## config.mk

```make
export PLATFORM = sky130hd
export DESIGN_NAME = seg7_scan_driver_flat
export DESIGN_NICKNAME = d
export VERILOG_FILES = /design/src/rtl/seg7_pkg.sv /design/src/rtl/seg7_scan_driver_if.sv /design/src/rtl/seg7_hex_decode.sv /design/src/rtl/seg7_scan_driver.sv /design/src/flat_wrapper.sv
export SDC_FILE = /design/constraint.sdc
export NUM_CORES = 1
export LEC_CHECK = 0
export CORE_MARGIN = 5
export CORE_UTILIZATION = 55
export CTS_CLUSTER_SIZE = 16
export DETAILED_ROUTE_END_ITERATION = 6
export PLACE_DENSITY = 0.79
export SLEW_MARGIN = 0
export SYNTH_ARGS = -nofsm -noshare
export SYNTH_HDL_FRONTEND = slang
export SYNTH_SLANG_ARGS = --single-unit
```

## constraint.sdc

```tcl
create_clock -name clk -period 2.8 [get_ports clk]
set_input_delay 0.56 -clock clk [delete_from_list [all_inputs] [get_ports clk]]
set_output_delay 0.56 -clock clk [all_outputs]
set_load 0.02 [all_outputs]
```

## src/rtl/seg7_pkg.sv

```systemverilog
// rtl/seg7_pkg.sv - shared types and hex-to-segment table for the seven-segment scan driver
package seg7_pkg;

    // {dp,g,f,e,d,c,b,a}, active-low at the pins
    typedef logic [7:0] seg_t;

    localparam seg_t SEG_OFF = 8'hFF;

    // Active-high gfedcba patterns, entry n is hex digit n (0 is the last element listed)
    localparam logic [15:0][6:0] HEX7 = {
        7'h71, 7'h79, 7'h5E, 7'h39, 7'h7C, 7'h77, 7'h6F, 7'h7F,
        7'h07, 7'h7D, 7'h6D, 7'h66, 7'h4F, 7'h5B, 7'h06, 7'h3F
    };

endpackage

```

## src/rtl/seg7_scan_driver_if.sv

```systemverilog
// rtl/seg7_scan_driver_if.sv - load handshake bundle (valid/ready plus digit and dp payload)
interface seg7_scan_driver_if #(
    parameter int N_DIGITS = 4
) ();

    logic                    ld_valid;
    logic                    ld_ready;
    logic [4*N_DIGITS-1:0]   digits_in;
    logic [N_DIGITS-1:0]     dp_in;

    modport master (
        output ld_valid,
        output digits_in,
        output dp_in,
        input  ld_ready
    );

    modport slave (
        input  ld_valid,
        input  digits_in,
        input  dp_in,
        output ld_ready
    );

endinterface

```

## src/rtl/seg7_hex_decode.sv

```systemverilog
// rtl/seg7_hex_decode.sv - combinational nibble + dp + blank to active-low segment pattern
module seg7_hex_decode
    import seg7_pkg::*;
(
    input  logic [3:0] nibble,
    input  logic       dp,
    input  logic       blank,
    output seg_t       seg
);

    // A blanked digit keeps its decimal point so a "0.5"-style display still reads correctly
    always_comb begin
        seg = SEG_OFF;
        if (blank) begin
            seg = {~dp, 7'h7F};
        end else begin
            seg = ~{dp, HEX7[nibble]};
        end
    end

endmodule

```

## src/rtl/seg7_scan_driver.sv

```systemverilog
// rtl/seg7_scan_driver.sv - tear-free N-digit common-anode scan driver (option: LEADING_ZERO_BLANK_EN)
module seg7_scan_driver
    import seg7_pkg::*;
#(
    parameter int N_DIGITS   = 4,
    parameter int CLK_HZ     = 50_000_000,
    parameter int REFRESH_HZ = 1000,
    parameter int BLANK_CYC  = 1
) (
    input  logic                 clk,
    input  logic                 rst,
    seg7_scan_driver_if.slave    ld,
    output seg_t                 seg,
    output logic [N_DIGITS-1:0]  an,
    output logic                 frame_tick
);

    localparam int DIV_RAW = CLK_HZ / (REFRESH_HZ * N_DIGITS);
    localparam int DIV     = (DIV_RAW < 1) ? 1 : DIV_RAW;
    localparam int PW      = (DIV > 1) ? $clog2(DIV) : 1;
    localparam int IW      = (N_DIGITS > 1) ? $clog2(N_DIGITS) : 1;

    localparam logic [PW-1:0] PRESC_LAST = PW'(DIV - 1);
    localparam logic [PW-1:0] BLANK_END  = PW'(BLANK_CYC);
    localparam logic [IW-1:0] IDX_LAST   = IW'(N_DIGITS - 1);

    logic [PW-1:0]           presc;
    logic [IW-1:0]           idx;
    logic                    pending;
    logic [4*N_DIGITS-1:0]   pend_digits;
    logic [N_DIGITS-1:0]     pend_dp;
    logic [4*N_DIGITS-1:0]   disp_digits;
    logic [N_DIGITS-1:0]     disp_dp;
    logic [N_DIGITS-1:0]     blank;

    logic                    slot_end;
    logic                    wrap;
    logic                    accept;
    logic [3:0]              cur_nib;
    logic                    cur_dp;
    logic                    cur_blank;
    seg_t                    dec_seg;

    assign slot_end    = (presc == PRESC_LAST);
    assign wrap        = slot_end && (idx == IDX_LAST);
    // Ready is simply "nothing waiting for the next frame"; it drops after a capture and
    // comes back the cycle after the wrap that commits it
    assign ld.ld_ready = ~pending;
    assign accept      = ld.ld_valid && ld.ld_ready;

`ifdef LEADING_ZERO_BLANK_EN
    logic zero_run;

    // Walk down from the most significant digit; blank while every nibble so far is zero,
    // never touching digit 0 so a zero value still shows a single "0"
    always_comb begin
        blank    = '0;
        zero_run = 1'b1;
        for (int i = N_DIGITS - 1; i >= 1; i--) begin
            zero_run = zero_run && (disp_digits[4*i +: 4] == 4'h0);
            blank[i] = zero_run;
        end
    end
`else
    assign blank = '0;
`endif

    // Select the committed nibble, dp and blank flag of the digit currently being scanned
    always_comb begin
        cur_nib   = 4'h0;
        cur_dp    = 1'b0;
        cur_blank = 1'b0;
        for (int i = 0; i < N_DIGITS; i++) begin
            if (idx == IW'(i)) begin
                cur_nib   = disp_digits[4*i +: 4];
                cur_dp    = disp_dp[i];
                cur_blank = blank[i];
            end
        end
    end

    seg7_hex_decode u_decode (
        .nibble (cur_nib),
        .dp     (cur_dp),
        .blank  (cur_blank),
        .seg    (dec_seg)
    );

    // Scan timing plus the pending/display double buffer; display only changes on a frame wrap
    always_ff @(posedge clk or posedge rst) begin
        if (rst) begin
            presc       <= '0;
            idx         <= '0;
            pending     <= 1'b0;
            pend_digits <= '0;
            pend_dp     <= '0;
            disp_digits <= '0;
            disp_dp     <= '0;
        end else begin
            if (slot_end) begin
                presc <= '0;
                idx   <= (idx == IDX_LAST) ? '0 : idx + IW'(1);
            end else begin
                presc <= presc + PW'(1);
            end

            // Commit and accept are exclusive: accept needs pending clear, commit needs it set
            if (wrap && pending) begin
                disp_digits <= pend_digits;
                disp_dp     <= pend_dp;
                pending     <= 1'b0;
            end

            if (accept) begin
                pend_digits <= ld.digits_in;
                pend_dp     <= ld.dp_in;
                pending     <= 1'b1;
            end
        end
    end

    // Pin registers: anodes stay off for the first BLANK_CYC clocks of each slot to stop ghosting
    always_ff @(posedge clk or posedge rst) begin
        if (rst) begin
            seg        <= SEG_OFF;
            an         <= '1;
            frame_tick <= 1'b0;
        end else begin
            frame_tick <= wrap;
            seg        <= dec_seg;
            if (presc >= BLANK_END) begin
                an <= ~(N_DIGITS'(1) << idx);
            end else begin
                an <= '1;
            end
        end
    end

endmodule
```

## src/flat_wrapper.sv

```systemverilog
// flat-port wrapper written by rule: the top's interface ports become plain ports
module seg7_scan_driver_flat import seg7_pkg::*;
#(
    parameter int N_DIGITS   = 4,
    parameter int CLK_HZ     = 50_000_000,
    parameter int REFRESH_HZ = 1000,
    parameter int BLANK_CYC  = 1
)
  (clk, rst, seg, an, frame_tick, ld_ld_valid, ld_digits_in, ld_dp_in, ld_ld_ready);
  seg7_scan_driver_if #(.N_DIGITS(N_DIGITS)) ld_i ();
  input  logic clk;
  input  logic rst;
  output seg_t seg;
  output logic [N_DIGITS-1:0] an;
  output logic frame_tick;
  input wire logic [$bits(ld_i.ld_valid)-1:0] ld_ld_valid;
  input wire logic [$bits(ld_i.digits_in)-1:0] ld_digits_in;
  input wire logic [$bits(ld_i.dp_in)-1:0] ld_dp_in;
  output wire logic [$bits(ld_i.ld_ready)-1:0] ld_ld_ready;
  assign ld_i.ld_valid = ld_ld_valid;
  assign ld_i.digits_in = ld_digits_in;
  assign ld_i.dp_in = ld_dp_in;
  assign ld_ld_ready = ld_i.ld_ready;
  seg7_scan_driver #(.N_DIGITS(N_DIGITS), .CLK_HZ(CLK_HZ), .REFRESH_HZ(REFRESH_HZ), .BLANK_CYC(BLANK_CYC)) u_core (.clk(clk), .rst(rst), .ld(ld_i), .seg(seg), .an(an), .frame_tick(frame_tick));
endmodule
```

==> report_table.html <==
<table>
<tr><th>Metric</th><th>Value</th></tr>
<tr><th colspan="2">Floorplan</th></tr>
<tr><td>Width of the die</td><td>86.3 um</td></tr>
<tr><td>Vertical die dimension</td><td>86.3 um</td></tr>
<tr><td>Core area</td><td>0.00557 mm2</td></tr>
<tr><td>Total number of placement rows</td><td>27</td></tr>
<tr><td>Top-level port count</td><td>37</td></tr>
<tr><td>Floorplan die area</td><td>0.00745 mm2</td></tr>
<tr><td>Initial standard-cell utilization of the core</td><td>57.5%</td></tr>
<tr><th colspan="2">Route</th></tr>
<tr><td>Antenna Violating Nets Remaining</td><td>0</td></tr>
<tr><td>Number of search-and-repair iterations in the first detailed-routing pass</td><td>4</td></tr>
<tr><td>First-iteration detailed-routing DRC count</td><td>53</td></tr>
<tr><td>Detailed-route wire length</td><td>5440 um</td></tr>
<tr><td>Via-per-instance ratio</td><td>5.24</td></tr>
<tr><td>DRC viols</td><td>0</td></tr>
<tr><td>Vias post-DR</td><td>1948</td></tr>
<tr><td>Per-cell routed wire length</td><td>14.6 um</td></tr>
<tr><th colspan="2">Worst setup path</th></tr>
<tr><td>Startpoint type of the worst setup path</td><td>flip-flop</td></tr>
<tr><td>Endpoint class of the critical path</td><td>flip-flop</td></tr>
<tr><td>Crit path max fanout</td><td>11</td></tr>
<tr><td>Worst Path Required</td><td>3060 ps</td></tr>
<tr><td>Kind of critical path</td><td>flip-flop to flip-flop</td></tr>
<tr><td>Data arrival time of the critical path</td><td>2580 ps</td></tr>
<tr><th colspan="2">Timing</th></tr>
<tr><td>Shortest period the worst path allows</td><td>2320 ps</td></tr>
<tr><td>Fmax</td><td>431 MHz</td></tr>
<tr><td>Final Cycle Share</td><td>82.8%</td></tr>
<tr><td>Final-report max-slew violation count</td><td>0</td></tr>
<tr><td>Unrepaired setup endpoints after global routing</td><td>no</td></tr>
<tr><td>Worst max-slew margin expressed relative to the limit</td><td>62.6%</td></tr>
<tr><td>Largest clock skew in the final design</td><td>7.52 ps</td></tr>
<tr><td>Worst-margin pin slew</td><td>560 ps</td></tr>
<tr><td>Count of endpoints failing setup in the final report</td><td>0</td></tr>
<tr><td>Fin worst setup slack</td><td>481 ps</td></tr>
<tr><td>Final-report hold violation count</td><td>0</td></tr>
<tr><td>Setup TNS after final layout</td><td>0 ps</td></tr>
<tr><th colspan="2">Pwr</th></tr>
<tr><td>Net switching share of the total power</td><td>21.0%</td></tr>
<tr><td>Final Power</td><td>0.00189 W</td></tr>
<tr><td>Clk network pwr share</td><td>39.2%</td></tr>
<tr><td>Proportion of power drawn by flip-flops and latches</td><td>56.3%</td></tr>
<tr><td>Peak supply drop</td><td>0.404 mV</td></tr>
<tr><td>Gate power share</td><td>4.5%</td></tr>
<tr><td>Psw</td><td>0.000396 W</td></tr>
<tr><td>Internal Dissipation</td><td>0.00149 W</td></tr>
<tr><td>Total power per unit cell area</td><td>492 mW/mm2</td></tr>
<tr><td>Lkg Pwr</td><td>1.75 nW</td></tr>
<tr><th colspan="2">Logic synthesis</th></tr>
<tr><td>Synth Instances</td><td>251</td></tr>
<tr><td>Average instance area after synthesis</td><td>12.8 um2</td></tr>
<tr><td>Yosys warns</td><td>0</td></tr>
<tr><td>Distinct cell type count of the synthesized netlist</td><td>40</td></tr>
<tr><td>Most frequent cell after synthesis</td><td>sky130_fd_sc_hd__dfrtp_1</td></tr>
<tr><td>Cell area after synthesis</td><td>0.00320 mm2</td></tr>
<tr><td>Post-synth top area share</td><td>45.3%</td></tr>
<tr><td>Number of enable flip-flop cells after synthesis</td><td>0</td></tr>
<tr><td>Total of flip-flops plus latches after synthesis</td><td>70</td></tr>
<tr><td>Post-synth net total</td><td>287</td></tr>
<tr><td>Leading cell types by count after synthesis</td><td>58 x sky130_fd_sc_hd__dfrtp_1, 23 x sky130_fd_sc_hd__mux2_2, 19 x sky130_fd_sc_hd__mux2_1</td></tr>
<tr><td>Flip-flop cell with the highest count after synthesis</td><td>sky130_fd_sc_hd__dfrtp_1</td></tr>
<tr><td>Leading cell types by total area after synthesis</td><td>sky130_fd_sc_hd__dfrtp_1 45%, sky130_fd_sc_hd__dfstp_2 9.8%, sky130_fd_sc_hd__mux2_2 8.1%, sky130_fd_sc_hd__mux2_1 6.7%, sky130_fd_sc_hd__ha_1 5.1%</td></tr>
<tr><td>Register area share after synthesis</td><td>55.2%</td></tr>
<tr><td>Top cell type by total area after synthesis</td><td>sky130_fd_sc_hd__dfrtp_1</td></tr>
<tr><td>Asr flop ratio synth</td><td>100%</td></tr>
<tr><th colspan="2">Global routing</th></tr>
<tr><td>Wire length of the first global-routing pass</td><td>9370 um</td></tr>
<tr><td>Total gr overflow</td><td>0</td></tr>
<tr><td>Number of antenna violations at the first check in global routing</td><td>0</td></tr>
<tr><td>Number of global-route vias before repair</td><td>2009</td></tr>
<tr><td>Pin count of the biggest net entering global routing</td><td>46</td></tr>
<tr><td>Global routing usage summed across all routing layers</td><td>16.1%</td></tr>
<tr><th colspan="2">Clock tree</th></tr>
<tr><td>Inserted Clock Buffers</td><td>9</td></tr>
<tr><td>Number of cells upsized or downsized after cts</td><td>0</td></tr>
<tr><td>Clock tree from TritonCTS</td><td>built</td></tr>
<tr><td>Cts-stage hold buffer count</td><td>0</td></tr>
<tr><td>Clock H-tree levels</td><td>3</td></tr>
<tr><td>Number of setup buffers added after CTS</td><td>0</td></tr>
<tr><td>Clock-pin transition on the worst setup and hold timing paths</td><td>70 ps</td></tr>
<tr><td>Skew-Pair Late Insertion Delay</td><td>340 ps</td></tr>
<tr><td>Buffer depth of the longest clock path</td><td>2</td></tr>
<tr><td>Root buffer selected by CTS</td><td>sky130_fd_sc_hd__clkbuf_8</td></tr>
<tr><td>Number of sinks on the clock net</td><td>70</td></tr>
<tr><th colspan="2">Hold path</th></tr>
<tr><td>Worst min path class</td><td>flip-flop to flip-flop</td></tr>
<tr><th colspan="2">Finish</th></tr>
<tr><td>Antenna cell count</td><td>0</td></tr>
<tr><td>Final instance count without filler cells</td><td>372</td></tr>
<tr><td>Fillers</td><td>421</td></tr>
<tr><td>Share of layout cells above drive strength 1</td><td>19.7%</td></tr>
<tr><td>Final net count</td><td>331</td></tr>
<tr><td>Area added between synthesis and finish</td><td>20.0%</td></tr>
<tr><th colspan="2">Placement</th></tr>
<tr><td>Cell Count Post-Placement</td><td>356</td></tr>
<tr><td>Number of buffer cells added on primary ports</td><td>36</td></tr>
<tr><td>GP Congestion</td><td>0.914</td></tr>
<tr><td>DP Wirelength</td><td>3880 um</td></tr>
<tr><td>Minimum setup slack after placement</td><td>486 ps</td></tr>
<tr><th colspan="2">Status</th></tr>
<tr><td>Result of the run</td><td>completed</td></tr>
<tr><th colspan="2">Job</th></tr>
<tr><td>Max_cap viols</td><td>0</td></tr>
</table>
-- kinds of logic (layout without fill, tap and decap cells) --
family | Yosys count | after routing | synth area share (%)
AO/OA/AOI/OAI | 22 | 22 | 4.84
flip-flops | 70 | 70 | 55.2
AND/OR/NAND/NOR | 67 | 67 | 12.5
buffers and inverters | 21 | 70 | 3.05
adder cells (fa/ha/maj) | 13 | 13 | 5.08
XOR/XNOR | 10 | 10 | 2.73
multiplexers | 48 | 48 | 16.6
-- sequential cells by signal (all words and copies together) (netlist names) --
| register | flops |
|---|---|
| u_core.pending | 1 |
| u_core.idx | 2 |
| u_core.pend_digits | 16 |
| u_core.seg | 8 |
| u_core.pend_dp | 4 |
| u_core.frame_tick | 1 |
| u_core.disp_digits | 16 |
| u_core.disp_dp | 4 |
| u_core.an | 4 |
| u_core.presc | 14 |
-- per-layer routing --
layer  GRT usage, %  share of wire [%]  vias to the layer above
met5              0                  0                        -
met4           6.09                1.5                        0
met3           4.94                5.0                        8
met2           25.9                 48                       36
met1           20.7                 45                      936
li1               -                  -                      968
-- power groups by stage --
stage | clock, W | sequential [W] | combinational, W
after global placement | 0 | 0.00108 | 0.0000832
after floorplan | 0 | 0.00107 | 0.0000441
final | 0.000741 | 0.00106 | 0.0000842
after CTS | 0.000764 | 0.00107 | 0.0000869
after detailed placement | 0 | 0.00108 | 0.0000868
after global routing | 0.000816 | 0.00107 | 0.0000939
-- worst max-delay path, stage by stage, from the launching register on --
cell,delay [ps]
sky130_fd_sc_hd__dfrtp_1,420
sky130_fd_sc_hd__inv_1,110
sky130_fd_sc_hd__ha_1,390
sky130_fd_sc_hd__a211oi_1,90
sky130_fd_sc_hd__a211oi_1,280
sky130_fd_sc_hd__buf_4,180
sky130_fd_sc_hd__inv_1,80
sky130_fd_sc_hd__ha_1,310
sky130_fd_sc_hd__mux2_2,260
sky130_fd_sc_hd__mux2i_1,130
-- layout by cell type, fill, tap and decap left out, types with 2 or more instances in the layout --
cell                              Yosys  layout
sky130_fd_sc_hd__a211oi_1             8       8
sky130_fd_sc_hd__a21o_1               2       2
sky130_fd_sc_hd__a21oi_1              2       2
sky130_fd_sc_hd__and2_1               3       3
sky130_fd_sc_hd__and3_1               3       3
sky130_fd_sc_hd__buf_4                0       6
sky130_fd_sc_hd__clkbuf_1             4       3
sky130_fd_sc_hd__clkbuf_8             0      12
sky130_fd_sc_hd__clkdlybuf4s50_1      0      36
sky130_fd_sc_hd__dfrtp_1             58      58
sky130_fd_sc_hd__dfstp_2             12      12
sky130_fd_sc_hd__ha_1                13      13
sky130_fd_sc_hd__inv_1               11      10
sky130_fd_sc_hd__mux2_1              19      19
sky130_fd_sc_hd__mux2_2              23      23
sky130_fd_sc_hd__mux2i_1              6       6
sky130_fd_sc_hd__nand2_1             11      11
sky130_fd_sc_hd__nand3_1              5       5
sky130_fd_sc_hd__nand3b_1             5       5
sky130_fd_sc_hd__nand4_1              2       2
sky130_fd_sc_hd__nor2_1              11      11
sky130_fd_sc_hd__nor2b_1              7       7
sky130_fd_sc_hd__nor3_1               3       3
sky130_fd_sc_hd__nor3b_1              8       8
sky130_fd_sc_hd__o21ai_0              4       4
sky130_fd_sc_hd__o2bb2ai_1            2       2
sky130_fd_sc_hd__o31ai_1              2       2
sky130_fd_sc_hd__xnor2_1              5       5
sky130_fd_sc_hd__xor2_1               5       5
-- stage by stage --
stage               util, %  hold slack (ps)  instance area (um2)
finish                 69.0              447                 3840
global route           69.0              472                 3840
CTS                    69.0              457                 3840
detailed placement     65.7              447                 3660
global placement       65.7              424                 3660
floorplan                 -              385                 3200
-- area by class of cell --
class                   count  area [um2]  share of cell area [%]
multi-input cells         160        1340                    34.8
well taps                  72        90.1                    2.34
inverters                  11        41.3                    1.07
repair buffers             43         425                    11.1
flip-flops and latches     70        1770                    46.0
clock inverters             1        5.00                   0.130
clock buffers              15         176                    4.59
-- final timing paths --
| check | from | end | slack (ps) | cells after the start |
|---|---|---|---|---|
| hold reg to reg | u_core.disp_dp[3] | u_core.seg[7] | 450 | 1 |
| max in group asynchronous | rst | u_core.seg[7] | 1520 | 3 |
| min in group asynchronous | rst | u_core.presc[8] | 600 | 2 |
| hold / removal | u_core.disp_dp[3] | u_core.seg[7] | 450 | 1 |
| setup / recovery | u_core.idx[0] | u_core.seg[3] | 480 | 9 |
| setup reg to reg | u_core.idx[0] | u_core.seg[3] | 480 | 9 |
Note: power is estimated with default switching activity, not from simulation.
